`config.mk`:
```
export PLATFORM = sky130hd
export DESIGN_NAME = clock_period_detector
export DESIGN_NICKNAME = d
export VERILOG_FILES = /design/src/rtl/clock_period_detector_pkg.sv /design/src/rtl/clock_sync_rise.sv /design/src/rtl/clock_period_detector.sv
export SDC_FILE = /design/constraint.sdc
export NUM_CORES = 1
export LEC_CHECK = 0
export CORE_MARGIN = 1
export CORE_UTILIZATION = 40
export DETAILED_ROUTE_END_ITERATION = 16
export GPL_TIMING_DRIVEN = 0
export PLACE_DENSITY = 0.68
export SLEW_MARGIN = 20
export SYNTH_ARGS = -nofsm -noshare
export SYNTH_HDL_FRONTEND = slang
export SYNTH_SLANG_ARGS = --single-unit
```
`constraint.sdc`:
```
create_clock -name clock -period 3.8 [get_ports clock]
set_clock_uncertainty 0.1 [all_clocks]
set_input_delay 0.57 -clock clock [delete_from_list [all_inputs] [get_ports clock]]
set_output_delay 0.57 -clock clock [all_outputs]
set_load 0.05 [all_outputs]
```
`src/rtl/clock_period_detector_pkg.sv`:
```
// Shared state encoding, lock-counter width and saturating arithmetic for
// clock_period_detector.
package clock_period_detector_pkg;

  typedef enum logic [1:0] {
    IDLE,
    WAIT_RISE,
    MEASURE
  } state_t;

  localparam int unsigned LOCK_W = 8;

  // Adds inc to val and clamps the result at 2^width-1.
  function automatic logic [31:0] sat_add(input logic [31:0] val,
                                          input logic [31:0] inc,
                                          input int unsigned width);
    logic [32:0] sum;
    logic [31:0] lim;
    lim = (width >= 32) ? '1 : ((32'd1 << width) - 32'd1);
    sum = {1'b0, val} + {1'b0, inc};
    return (sum > {1'b0, lim}) ? lim : sum[31:0];
  endfunction

endpackage

```
`src/rtl/clock_sync_rise.sv`:
```
// Multi-flop synchronizer for an asynchronous clock-like input, followed by a
// registered rising-edge detector; s and rise are aligned to the same cycle.
module clock_sync_rise #(
  parameter int unsigned SYNC_STAGES = 2
) (
  input  logic clock,
  input  logic reset,
  input  logic sig_in,
  output logic s,
  output logic rise
);

  logic [SYNC_STAGES-1:0] sync;

  always_ff @(posedge clock) begin
    if (reset) begin
      sync <= '0;
      s    <= 1'b0;
      rise <= 1'b0;
    end else begin
      sync <= {sync[SYNC_STAGES-2:0], sig_in};
      s    <= sync[SYNC_STAGES-1];
      rise <= sync[SYNC_STAGES-1] & ~s;
    end
  end

endmodule

```
`src/rtl/clock_period_detector.sv`:
```
// Measures period and high time of a sampled clock-like input, checks limits
// and reports lock. Define CLOCK_PERIOD_DETECTOR_MINMAX_EN to track extremes.
module clock_period_detector
  import clock_period_detector_pkg::*;
#(
  parameter int unsigned CNT_W       = 16,
  parameter int unsigned SYNC_STAGES = 2,
  parameter int unsigned LOCK_COUNT  = 4
) (
  input  logic             clock,
  input  logic             reset,
  input  logic             enable,
  input  logic             sig_in,
  input  logic [CNT_W-1:0] min_period,
  input  logic [CNT_W-1:0] max_period,
  input  logic             err_clear,
  output logic             meas_valid,
  input  logic             meas_ready,
  output logic [CNT_W-1:0] meas_period,
  output logic [CNT_W-1:0] meas_high,
  output logic             meas_sat,
  output logic             meas_lost,
  output logic             err_short,
  output logic             err_long,
  output logic             locked,
  output logic [CNT_W-1:0] obs_min,
  output logic [CNT_W-1:0] obs_max
);

  localparam logic [LOCK_W-1:0] LOCK_MAX = LOCK_W'(LOCK_COUNT);

  logic              s;
  logic              rise;
  state_t            state;
  state_t            state_n;
  logic [CNT_W-1:0]  cnt;
  logic [CNT_W-1:0]  hi;
  logic [CNT_W-1:0]  cnt_inc;
  logic [CNT_W-1:0]  hi_inc;
  logic              long_seen;
  logic [LOCK_W-1:0] lock_cnt;
  logic              first_rise;
  logic              report;
  logic              long_evt;
  logic              over_max;
  logic              short_evt;
  logic              in_range;
  logic              lost_evt;
  logic              load;

  clock_sync_rise #(
    .SYNC_STAGES(SYNC_STAGES)
  ) u_sync (
    .clock (clock),
    .reset (reset),
    .sig_in(sig_in),
    .s     (s),
    .rise  (rise)
  );

  // cnt_inc is both the running period for the long check and P at report
  assign cnt_inc   = CNT_W'(sat_add(32'(cnt), 32'd1, CNT_W));
  assign hi_inc    = CNT_W'(sat_add(32'(hi), 32'(s), CNT_W));
  assign over_max  = (max_period != '0) && (cnt_inc > max_period);
  assign short_evt = report && (cnt_inc < min_period);
  assign in_range  = report && !short_evt && !over_max;
  assign lost_evt  = report && meas_valid && !meas_ready;
  assign load      = report && (!meas_valid || meas_ready);

  always_ff @(posedge clock) begin
    if (reset) state <= IDLE;
    else       state <= state_n;
  end

  always_comb begin
    state_n    = state;
    first_rise = 1'b0;
    report     = 1'b0;
    long_evt   = 1'b0;
    case (state)
      IDLE: begin
        if (enable) state_n = WAIT_RISE;
      end
      WAIT_RISE: begin
        if (rise) begin
          state_n    = MEASURE;
          first_rise = 1'b1;
        end
      end
      MEASURE: begin
        report   = rise;
        long_evt = over_max && !long_seen;
      end
      default: state_n = IDLE;
    endcase
    if (!enable) begin
      state_n    = IDLE;
      first_rise = 1'b0;
      report     = 1'b0;
      long_evt   = 1'b0;
    end
  end

  // Period/high counters; a rise restarts both with the rise cycle counted high
  always_ff @(posedge clock) begin
    if (reset || !enable) begin
      cnt       <= '0;
      hi        <= '0;
      long_seen <= 1'b0;
    end else if (first_rise || report) begin
      cnt       <= '0;
      hi        <= CNT_W'(1);
      long_seen <= 1'b0;
    end else if (state == MEASURE) begin
      cnt <= cnt_inc;
      hi  <= hi_inc;
      if (long_evt) long_seen <= 1'b1;
    end
  end

  always_ff @(posedge clock) begin
    if (reset || !enable || short_evt || long_evt) begin
      lock_cnt <= '0;
      locked   <= 1'b0;
    end else if (in_range) begin
      if (lock_cnt != LOCK_MAX) lock_cnt <= lock_cnt + LOCK_W'(1);
      if (lock_cnt >= LOCK_MAX - LOCK_W'(1)) locked <= 1'b1;
    end
  end

  // Single-entry result register; held stable until accepted
  always_ff @(posedge clock) begin
    if (reset || !enable) begin
      meas_valid  <= 1'b0;
      meas_period <= '0;
      meas_high   <= '0;
      meas_sat    <= 1'b0;
    end else if (load) begin
      meas_valid  <= 1'b1;
      meas_period <= cnt_inc;
      meas_high   <= hi;
      meas_sat    <= &cnt_inc;
    end else if (meas_valid && meas_ready) begin
      meas_valid <= 1'b0;
    end
  end

  always_ff @(posedge clock) begin
    if (reset) begin
      meas_lost <= 1'b0;
      err_short <= 1'b0;
      err_long  <= 1'b0;
    end else begin
      meas_lost <= lost_evt  | (meas_lost & ~err_clear);
      err_short <= short_evt | (err_short & ~err_clear);
      err_long  <= long_evt  | (err_long  & ~err_clear);
    end
  end

`ifdef CLOCK_PERIOD_DETECTOR_MINMAX_EN
  logic [CNT_W-1:0] min_trk;
  logic [CNT_W-1:0] min_base;
  logic [CNT_W-1:0] max_base;
  logic [CNT_W-1:0] min_next;
  logic [CNT_W-1:0] max_next;
  logic             obs_clr;

  // Clearing happens first so a report in the same cycle seeds the new window
  always_comb begin
    obs_clr  = err_clear || !enable;
    min_base = obs_clr ? '1 : min_trk;
    max_base = obs_clr ? '0 : obs_max;
    min_next = min_base;
    max_next = max_base;
    if (report) begin
      if (cnt_inc < min_base) min_next = cnt_inc;
      if (cnt_inc > max_base) max_next = cnt_inc;
    end
  end

  always_ff @(posedge clock) begin
    if (reset) begin
      min_trk <= '1;
      obs_min <= '0;
      obs_max <= '0;
    end else begin
      min_trk <= min_next;
      obs_max <= max_next;
      if (report)       obs_min <= min_next;
      else if (obs_clr) obs_min <= '0;
    end
  end
`else
  assign obs_min = '0;
  assign obs_max = '0;
`endif

endmodule

```
==> results.json <==
{
  "root_buffer": "clkbuf_16",
  "grt_use_total_pct": 24.2,
  "r2r_start": "cnt[0]",
  "synth.distinct_cells": 55,
  "clock_path_buffers": 2,
  "post-route-period-util_pct": 109,
  "critPathKind": "reg -> reg",
  "max_freq_mhz": 240,
  "seq_area_frac_synth_pct": 33.5,
  "port_buffers": 75,
  "r2r_slack_ns": -0.36,
  "crit_required_ns": 3.97,
  "p_total_mw": 2.03,
  "synth-simple-area-share_pct": 24.1,
  "critPathMostFrequentCell": "buf_4",
  "synth_ff_type": "dfxtp_1",
  "yosys_warnings": 0,
  "ys_top_cells_by_count": "dfxtp_1, nand2_1, a21oi_1",
  "reg2reg_to": "meas_sat",
  "violations": "setup timing",
  "syn_avg_cell_area_um2": 7.86,
  "grt_pass1_wl_um": 25100,
  "regArea_um2": 1710,
  "cts_buffers": 9,
  "p_clk_share_pct": 45.6,
  "n_fill_cell": 1083,
  "dieArea_um2": 13200,
  "antenna_found_initial": 0,
  "worst_slack_ns": -0.359,
  "synth.cell_area_um2": 5080,
  "synth.most_common_cell": "dfxtp_1",
  "dp_slack_ns": -0.617,
  "postCtsHoldBufs": 0,
  "irDropWorstVdd_mv": 0.226,
  "synthMuxAreaShare_pct": 0,
  "clock-sinks": 85,
  "multi_input_area_um2": 3320,
  "die-width_um": 115,
  "seqPwrFrac_pct": 44.0,
  "antenna_cells": 0,
  "finalHoldViolCount": 0,
  "ys_seq_elements": 85,
  "rsz0062_at_grt": "yes",
  "slowest_stage": "or4_4",
  "initial_core_util_pct": 41.6,
  "hold_path_class": "reg -> reg",
  "final_util_pct": 60.1,
  "max_stage_delay_ns": 0.51,
  "pwr-share-comb_pct": 10.4,
  "synth-compound-area-share_pct": 19.3,
  "finalSetupViolCount": 12,
  "tritoncts": "yes",
  "critPathLaunch": "cnt[0]",
  "drive_above_1_share_pct": 22.7,
  "netSwitchingPower_mw": 0.507,
  "drc": 0,
  "slew_headroom_pct": 49.9,
  "place_congestion": 0.899,
  "slew_viol_final": 0,
  "cellPowerDensity_nw_per_um2": 276,
  "post_drt_wl_per_cell_um": 16.0,
  "async_flop_share_pct": 0,
  "synth_edf_count": 0,
  "placementRows": 40,
  "crit_path_end_kind": "flop",
  "place.detailed.hpwl_um": 10700,
  "sw_frac_of_total_pct": 25.0,
  "syn_inst": 647,
  "nNetsFinal": 892,
  "ant_nets": 0,
  "viasPerCell": 5.41,
  "worstMarginPinSlew_ns": 0.749,
  "synth_area_leader_cell": "dfxtp_1",
  "path_max_fanout": 6,
  "drt-initial-drc-count": 351,
  "synth_top_family_by_area": "simple AND/OR/NAND/NOR gates",
  "clkTransAtPathRegs_ns": 0.07,
  "first_global_vias": 5173,
  "synthXorXnorAreaFrac_pct": 2.58,
  "cp.arrival_ns": 4.33,
  "grt_max_degree": 15,
  "via_count": 5353,
  "io_pins": 108,
  "r2r_cells": 25,
  "gr-total-overflow": 0,
  "internal-power_mw": 1.52,
  "clkLatencyLatePin_ns": 0.34,
  "cp-start-kind": "flop",
  "max-cap-violations": 0,
  "period_needed_ns": 4.16,
  "synthAdderAreaFrac_pct": 9.10,
  "drt-total-wl_um": 15900,
  "synth_area_leaders": "dfxtp_1, ha_1, a21oi_1",
  "outcome": "finished with violations",
  "crit_path_end": "meas_sat",
  "core_area_um2": 12200,
  "power.leakage_nw": 2.82,
  "die_h_um": 115,
  "dr.pass1.iters": 5,
  "synth_top_area_share_pct": 33.5,
  "htree_num_levels": 3,
  "area_delta_synth_final_pct": 44.4
}
## final cells by class
cell class	count	share of cell area, %
clock inverters	4	0.716
repair buffers	131	16.2
flip-flops and latches	85	23.3
clock buffers	11	3.46
multi-input cells	482	45.2
plain buffers	63	5.72
inverters	45	2.47
well taps	168	2.86
## layer usage
metal  track usage, %  up-vias  wire length [um]
met3             5.01       33               937
li1                 -     2574                 -
met1             29.1     2530              6760
met2             42.1      216              7740
met4             9.96        0               415
met5                0        -                 0
## flip-flops by register name, indices dropped and copies added (netlist names), 2 cells and up
register and count:
u_sync.sync 2, cnt 16, lock_cnt 8, hi 16
meas_high 16, meas_period 16, state 2
## power by group through the flow
stage                     clock network [mW]  registers, mW  logic, mW
after floorplan                            0          0.914      0.136
after global placement                     0          0.915      0.190
after detailed placement                   0          0.915      0.194
after CTS                              0.930          0.894      0.205
after global routing                   0.974          0.894      0.223
final                                  0.926          0.894      0.210
## logic make-up (layout without fill, tap and decap cells)
logic type      count (synthesis)  after routing
compound gates                158            158
xor+xnor                       15             15
fa+ha+maj                      37             37
buf+inv                       111            254
other cells                     1             32
flops                          85             85
simple gates                  240            240
## cells in the final DEF (no fill, tap or decap), types with 11 or more instances in the layout
cell             synthesis  routed
ha_1                    37      25
nand3_1                 24      22
clkbuf_1                17      17
nand2_1                 70      67
clkdlybuf4s50_1          0      75
buf_4                   37      83
nand4_1                 15      15
dfxtp_1                 85      82
conb_1                   1      32
a21oi_1                 66      61
a211oi_1                21      16
ha_4                     0      11
inv_1                   45      38
nor2_1                  41      41
o21ai_0                 26      14
## metrics by stage
| step | instances | area [um^2] | hold WS [ns] | TNS (ns) |
|---|---|---|---|---|
| after global placement | 921 | 6240 | 0.316 | -5.56 |
| final | 989 | 7340 | 0.328 | -3.77 |
| after floorplan | 678 | 5280 | 0.298 | -0.00586 |
| after detailed placement | 921 | 6240 | 0.316 | -5.86 |
| after CTS | 984 | 7190 | 0.328 | -1.31 |
| after global routing | 989 | 7340 | 0.356 | -5.36 |
## timing repair
action / 4_1_cts / 5_1_grt
resized for setup: 79 / 25
setup endpoints to repair: 12 / 13
gates cloned: 2 / 0
pin swaps: 38 / 16
setup buffers: 49 / 7
## critical path, delay by kind of cell, from the launching register on
family	cells	cell delay, ns
adders and majority gates	1	0.18
and+or+nand+nor	3	0.74
DFF	1	0.39
buffers and inverters	18	2.26
AOI/OAI and AO/OA	3	0.43
## worst min path at each step
stage                        start           to  slack, ns  cells after the start
after floorplan           u_sync.s  u_sync.rise       0.30                      1
after global placement    u_sync.s  u_sync.rise       0.32                      1
after detailed placement  u_sync.s  u_sync.rise       0.32                      1
after CTS                 u_sync.s  u_sync.rise       0.33                      1
after global routing      u_sync.s  u_sync.rise       0.36                      1
final                     u_sync.s  u_sync.rise       0.33                      1
(Power assumes the default switching activity.)
